===== src/rtl/mark_counter_assembly.sv =====
// Exhaustive Golomb ruler search: an odometer walks candidate mark sets in lexicographic
// order, one per clock, and keeps the shortest valid rulers seen so far.
module mark_counter_assembly #(
    parameter int MAXVALUE     = 30,
    parameter int NUMPOSITIONS = 5,
    parameter int NUMRESULTS   = 10
) (
    input  logic                                     clock,
    input  logic                                     reset,
    input  logic [6:0]                               firstvariableposition,
    input  logic [(NUMPOSITIONS+1)*9-1:0]            firstvalues,
    output logic [(NUMPOSITIONS+1)*9-1:0]            marks,
    output logic [5:0]                               numResults,
    output logic [(NUMPOSITIONS+1)*9*NUMRESULTS-1:0] results,
    output logic                                     done
);
    localparam int N  = NUMPOSITIONS;
    localparam int MW = 9;
    localparam int RW = (N + 1) * MW;
    localparam int IW = $clog2(N + 1);

    typedef logic [MW-1:0] mark_t;

    mark_t         m_q     [0:N];
    mark_t         limit_q;
    logic [5:0]    num_q;
    logic [RW-1:0] res_q   [0:NUMRESULTS-1];
    logic          done_q;

    logic [RW-1:0] cand;
    logic          increasing;
    logic          distinct;
    logic          valid;
    logic          take_new;
    logic          take_tie;
    mark_t         next_limit;
    logic          found;
    logic [IW-1:0] k_sel;
    mark_t         next_m  [0:N];

    // m[0] sits in the most significant slot; result 1 likewise.
    for (genvar i = 0; i <= N; i++) begin : g_marks
        assign cand[(N-i)*MW +: MW] = m_q[i];
    end
    for (genvar r = 0; r < NUMRESULTS; r++) begin : g_results
        assign results[(NUMRESULTS-1-r)*RW +: RW] = res_q[r];
    end

    assign marks      = cand;
    assign numResults = num_q;
    assign done       = done_q;

    // NOTE: every always_comb output gets a default before any conditional write so no latch is inferred.
    always_comb begin
        increasing = 1'b1;
        for (int i = 1; i <= N; i++) begin
            if (m_q[i] <= m_q[i-1]) increasing = 1'b0;
        end

        // Each unordered pair of differences is compared once: (c,d) strictly after (a,b).
        distinct = 1'b1;
        for (int a = 0; a < N; a++) begin
            for (int b = a + 1; b <= N; b++) begin
                for (int c = a; c < N; c++) begin
                    for (int d = c + 1; d <= N; d++) begin
                        if ((c > a || d > b) &&
                            (mark_t'(m_q[b] - m_q[a]) == mark_t'(m_q[d] - m_q[c])))
                            distinct = 1'b0;
                    end
                end
            end
        end

        valid      = increasing && distinct && (m_q[N] <= limit_q);
        take_new   = valid && ((num_q == 6'd0) || (m_q[N] < limit_q));
        take_tie   = valid && !take_new && (m_q[N] == limit_q) &&
                     (num_q < 6'(NUMRESULTS));
        next_limit = take_new ? m_q[N] : limit_q;
    end

    // The odometer digit is chosen against the limit as updated by this cycle's result.
    always_comb begin
        found = 1'b0;
        k_sel = '0;
        for (int k = 0; k <= N; k++) begin
            if ((k >= int'(firstvariableposition)) &&
                (11'(m_q[k]) + 11'(N - k + 1) <= 11'(next_limit))) begin
                found = 1'b1;
                k_sel = IW'(k);
            end
        end

        for (int j = 0; j <= N; j++) begin
            next_m[j] = m_q[j];
            if (found && (j == int'(k_sel)))
                next_m[j] = m_q[j] + mark_t'(1);
            else if (found && (j > int'(k_sel)))
                next_m[j] = m_q[k_sel] + mark_t'(j - int'(k_sel) + 1);
        end
    end

    // NOTE: sequential state uses non-blocking assignments so every register samples pre-edge values.
    // NOTE: the result store is cleared on reset because unused slots must read as zero.
    always_ff @(posedge clock) begin
        if (reset) begin
            for (int i = 0; i <= N; i++) m_q[i] <= firstvalues[(N-i)*MW +: MW];
            for (int r = 0; r < NUMRESULTS; r++) res_q[r] <= '0;
            limit_q <= mark_t'(MAXVALUE);
            num_q   <= '0;
            done_q  <= 1'b0;
        end else if (!done_q) begin
            limit_q <= next_limit;
            if (take_new) begin
                for (int r = 0; r < NUMRESULTS; r++) res_q[r] <= (r == 0) ? cand : '0;
                num_q <= 6'd1;
            end else if (take_tie) begin
                for (int r = 0; r < NUMRESULTS; r++) begin
                    if (r == int'(num_q)) res_q[r] <= cand;
                end
                num_q <= num_q + 6'd1;
            end

            if (found) begin
                for (int j = 0; j <= N; j++) m_q[j] <= next_m[j];
            end else begin
                done_q <= 1'b1;
            end
        end
    end

endmodule


===== config.mk =====
export PLATFORM = sky130hd
export DESIGN_NAME = mark_counter_assembly
export DESIGN_NICKNAME = d
export VERILOG_FILES = /design/src/rtl/mark_counter_assembly.sv
export SDC_FILE = /design/constraint.sdc
export NUM_CORES = 2
export LEC_CHECK = 0
export BUFFER_PORTS_ARGS = -buffer_cell sky130_fd_sc_hd__buf_2
export CORE_AREA = 2 2 285 287
export CTS_BUF_LIST = sky130_fd_sc_hd__clkbuf_2 sky130_fd_sc_hd__clkbuf_4 sky130_fd_sc_hd__clkbuf_8
export CTS_CLUSTER_SIZE = 16
export DETAILED_ROUTE_END_ITERATION = 7
export DIE_AREA = 0 0 287 289
export PLACE_DENSITY = 0.81
export SLEW_MARGIN = 30
export SYNTH_ARGS = -nofsm -noshare
export SYNTH_HDL_FRONTEND = slang
export SYNTH_SLANG_ARGS = --single-unit

===== constraint.sdc =====
create_clock -name clock -period 24.6 [get_ports clock]
set_input_delay 4.92 -clock clock [delete_from_list [all_inputs] [get_ports clock]]
set_output_delay 4.92 -clock clock [all_outputs]
set_load 0.03 [all_outputs]

Word-level counts from Yosys, hierarchy flattened
Memories as Yosys holds them, arrays and structs flattened.
Index checks and enable logic that the tools add are counted.

storage, ports and cells
  flip-flop bits (word level) = 16
  RAM bits = 594
  input port bits = 63
  word-level logic and storage cells = 483
  memories kept = 2

memory list
  memory  words  width  read ports  clocked after memory_dff  write ports  line  RTL
  res_q   10     54     10          0                         10           27    logic [RW-1:0] res_q [0:NUMRESULTS-1];
  m_q     6      9      7           0                         6            24    mark_t m_q [0:N];

cells by class
  $add $sub $neg = 43
  $lt $le $gt $ge = 25
  equal/unequal tests = 120
  muxes and demuxes = 233
  bitwise logic cells = 27
  reduce and logical (&&, ||, !) cells = 30

operators with widths
  operator                                                           count
  two-way mux 54 bit                                                 20
  equality test 9 bit                                                106
  two-way mux 1 bit                                                  189
  two-way mux 9 bit                                                  18
  subtractor 9 bit                                                   15
  <= comparator 10 x 9 -> 1 bit                                      6
  adder 9 x 1 -> 9 bit (second input constant)                       6
  <= comparator 9 bit                                                6
  adder 9 bit                                                        5
  adder 9 x 3 -> 10 bit (second input constant)                      3
  OR 1 bit                                                           26
  adder 4 x 2 -> 5 bit (second input constant)                       5
  equality test 4 x 6 -> 1 bit (first input constant)                4
  logical AND 1 bit                                                  23
  adder 9 x 2 -> 10 bit (second input constant)                      2
  greater-or-equal comparator 1 x 7 -> 1 bit (first input constant)  2
  greater-or-equal comparator 2 x 7 -> 1 bit (first input constant)  2
  greater-or-equal comparator 3 x 7 -> 1 bit (first input constant)  2
  equality test 3 bit (first input constant)                         4
  equality test 3 x 6 -> 1 bit (first input constant)                2
  equality test 5 x 6 -> 1 bit (first input constant)                2
  logical NOT 6 bit                                                  2
  two-way mux 3 bit                                                  4
  two-way mux 6 bit                                                  2
  18 further kinds                                                   22

Depth between registers and ports, before layout
An unclocked memory read counts as a cell.

  word-level depth = 125
  depth in mapped cells = 52

Least setup slack after synthesis
Ideal clock, no wire load.

  path type = register to register
  start = memory m_q[3][1] (netlist name)
  end = memory m_q[3][8] (netlist name) (data pin)
  data arrival time = 10.277 ns
  required time = 24.341 ns
  path slack = 14.064 ns
  stages on the path, launching flop included = 47
  cell sequence = edfxtp_1 clkbuf_1 clkbuf_1 inv_1 fa_1 nand2b_1 a211oi_1 or3_1 and2_1 buf_2 xor2_1 o32ai_1 or4_1 nor4_1 nand4_1 nor2_1 clkbuf_1 mux2_2 (+11 left out) a211oi_4 clkbuf_1 nor2_1 a21oi_1 o21ai_0 nand2_1 o21ai_0 fa_1 a21o_1 a21o_1 a21o_1 a21oi_1 o21bai_1 a21oi_1 xnor2_1 or3b_1 mux2i_1 a211o_1

RTL lines
  what             line
  start, declared  24

==> impl_metrics.toml <==
[clocking]
hold_buffers = 0
clock_latency_ns = 0.82
clk_pin_slew_ns = 0.07
clock_path_buffers = 3
clkSinkCount = 610
cts-resized-gates = 0
cts-root-buf = "clkbuf_8"
cts_setup_buffers = 0
cts_tree = "yes"
cts_buffers = 96
cts-htree-levels = 3

[floorplanning]
placeableCoreArea_um2 = 79900
io_pins = 664
start_util = 0.5864
rows = 104
die_h_um = 289
die_area_um2 = 82940
die_x_um = 287

[routing]
drtIter0Drc = 6558
wl_met2_um = 88140
dr.pass1.iters = 8
vias = 44102
remaining_drc_errors = 0
drt-met1-wl_um = 72910
dr_wl_met3_um = 32080
top_layer_used = "met5"
via_per_inst = 6.853
wl_per_cell_um = 32.65
ant_nets = 0
wl_um = 210100

[cells_and_area]
fillers = 6166
instances_no_fill = 6435
mostFrequentLayoutCell = "buf_2"
fin_area_um2 = 53940
drive_above_1_share = 0.2151
fin_nets = 5607
mostFrequentLayoutCells = "buf_2 (663), edfxtp_1 (594), xnor2_1 (574)"
areaGrowthSynthToFinish_pct = 15.14

[pwr]
power.leakage_nw = 23.87
irDropWorstVdd_mv = 0.06879
power_density_nw_per_um2 = 77.73
total_power_w = 0.004193

[logic_synthesis]
muxShareOfSynthArea = 0.008520
synthAdderAreaFrac = 0.07371
postSynthAreaPerCell_um2 = 9.961
synth_edf_count = 594
synth_flop_cell = "edfxtp_1"
yosysUniqueCellTypes = 108
synth_xor_xnor_area_share = 0.2001
synth_seq_area_share = 0.3876
synth_top_area_share = 0.3807
ys_ff_latch = 610
synth_top_area_cell = "edfxtp_1"
async_flop_share = 0
synth-simple-area-share = 0.1840
ys_warn_count = 0
netlist_area_um2 = 46850
synth_cells = 4703
synth_top_family_by_area = "XOR/XNOR gates"
synth_compound_area_frac = 0.1010
synth.area.top_cells = "edfxtp_1 (38%), xnor2_1 (11%), xor2_1 (8.4%), and3_1 (6.8%), ha_1 (6.5%)"

[critical_path]
worstPathRequired_ns = 25.13
worstSetupPathType = "reg -> reg"
crit_path_max_incr_delay_ns = 0.96
cp_common_cell = "a21oi_1"
timing.rr.start = "m_q[0][5]"
worstPathMaxFanout = 37
endpoint_kind = "flip-flop"
worst_path_max_delay_cell = "a2111oi_0"
worst_ep_arrival_time_ns = 13.98
cp-startpoint = "m_q[0][5]"
cp-start-kind = "flip-flop"

[sta]
fin_worst_skew_ns = 0.1211
worstMarginPinSlew_ns = 1.082
setup_tns_ns = 0
slew_violations = 0
finalHoldViolCount = 0
timing.fmax_mhz = 74.35
rsz0062_at_grt = "no"
hold_slack_ns = 0.4775
period_share = 0.5468
setup_viol = 0
slew_headroom = 0.2603
period_needed_ns = 13.45

[placed_design]
io_buffers = 663
dp_hpwl_um = 144200
placed_cells = 6241
gp_congestion = 1.073
dpl_cell_area_um2 = 51910

[flow_run]
cap_violations = 0

[outcome]
run_status = "complete, no violations"

[global_route]
grt_pass1_vias = 41029
grt_pass1_wl_um = 292200
antenna_found_initial = 25
grt_usage = 0.4896
overflow = 0
grt_max_degree = 110

[worst_hold_path]
min_from = "limit_q[7]"
worstHoldPathType = "reg -> reg"
routing by layer:
layer / vias to the layer above / GRT usage
met5: - / 0
met4: 10 / 0.3441
met3: 1041 / 0.1750
met2: 4011 / 0.7076
met1: 20859 / 0.6106
li1: 18181 / -
final timing paths:
kind	endpoint	slack, ns	cells after the start
setup / recovery	m_q[3][8]	11.15	47
hold / removal	limit_q[7]	0.48	1
setup reg to reg	m_q[3][8]	11.15	47
hold reg to reg	limit_q[7]	0.48	1
logic make-up after synthesis:
kind of cell / after synthesis
buf+inv: 517
flops: 610
other cells: 1
xor+xnor: 1059
compound gates: 676
simple gates: 1538
mux: 38
fa+ha+maj: 264
through the flow:
stage	setup slack, ns	util
floorplan	14.06	-
global placement	11.82	0.6492
detailed placement	11.58	0.6497
CTS	11.58	0.6741
global route	10.74	0.6749
finish	11.15	0.6752
registers in the layout, indices dropped and copies added, names as in the netlist:
name        cells
limit_q         9
res_q         540
numResults      6
m_q            54
done            1
area by class of cell:
type                            instances  area, um2  share of cell area
Antenna cell                           19      47.55           0.0008814
Clock buffer                          124       1531             0.02839
Clock inverter                         50      420.4            0.007793
Inverter                              120      450.4            0.008350
Multi-Input combinational cell       3580      27090              0.5021
Sequential cell                       610      18160              0.3366
Tap cell                             1060       1326             0.02459
Timing Repair Buffer                  872       4923             0.09127
power by group:
part	switching (W)	internal, W	total, W
sequential	0.0000198	0.00118	0.00120
combinational	0.00136	0.000736	0.00210
clock	0.000450	0.000450	0.000900
worst max-delay path: cells and delay by family, from the launching register on:
kind | cells | cell delay (ns)
adder cells (fa/ha/maj) | 3 | 1.52
XOR/XNOR | 2 | 0.35
multiplexers | 1 | 0.06
AND/OR/NAND/NOR | 15 | 3.05
AO/OA/AOI/OAI | 21 | 5.72
flip-flops | 1 | 0.66
buffers and inverters | 5 | 1.82
cells in the mapped netlist (all sizes together), types with 117 or more instances:
| master | count |
|---|---|
| nand2 | 160 |
| xor2 | 451 |
| o21ai | 145 |
| and3 | 510 |
| nor3 | 146 |
| clkbuf | 280 |
| nand4 | 118 |
| xnor2 | 605 |
| nand3 | 145 |
| a21oi | 164 |
| edfxtp | 594 |
| buf | 117 |
| ha | 244 |
| nor2 | 167 |
Power figures use the tool's default switching activity.
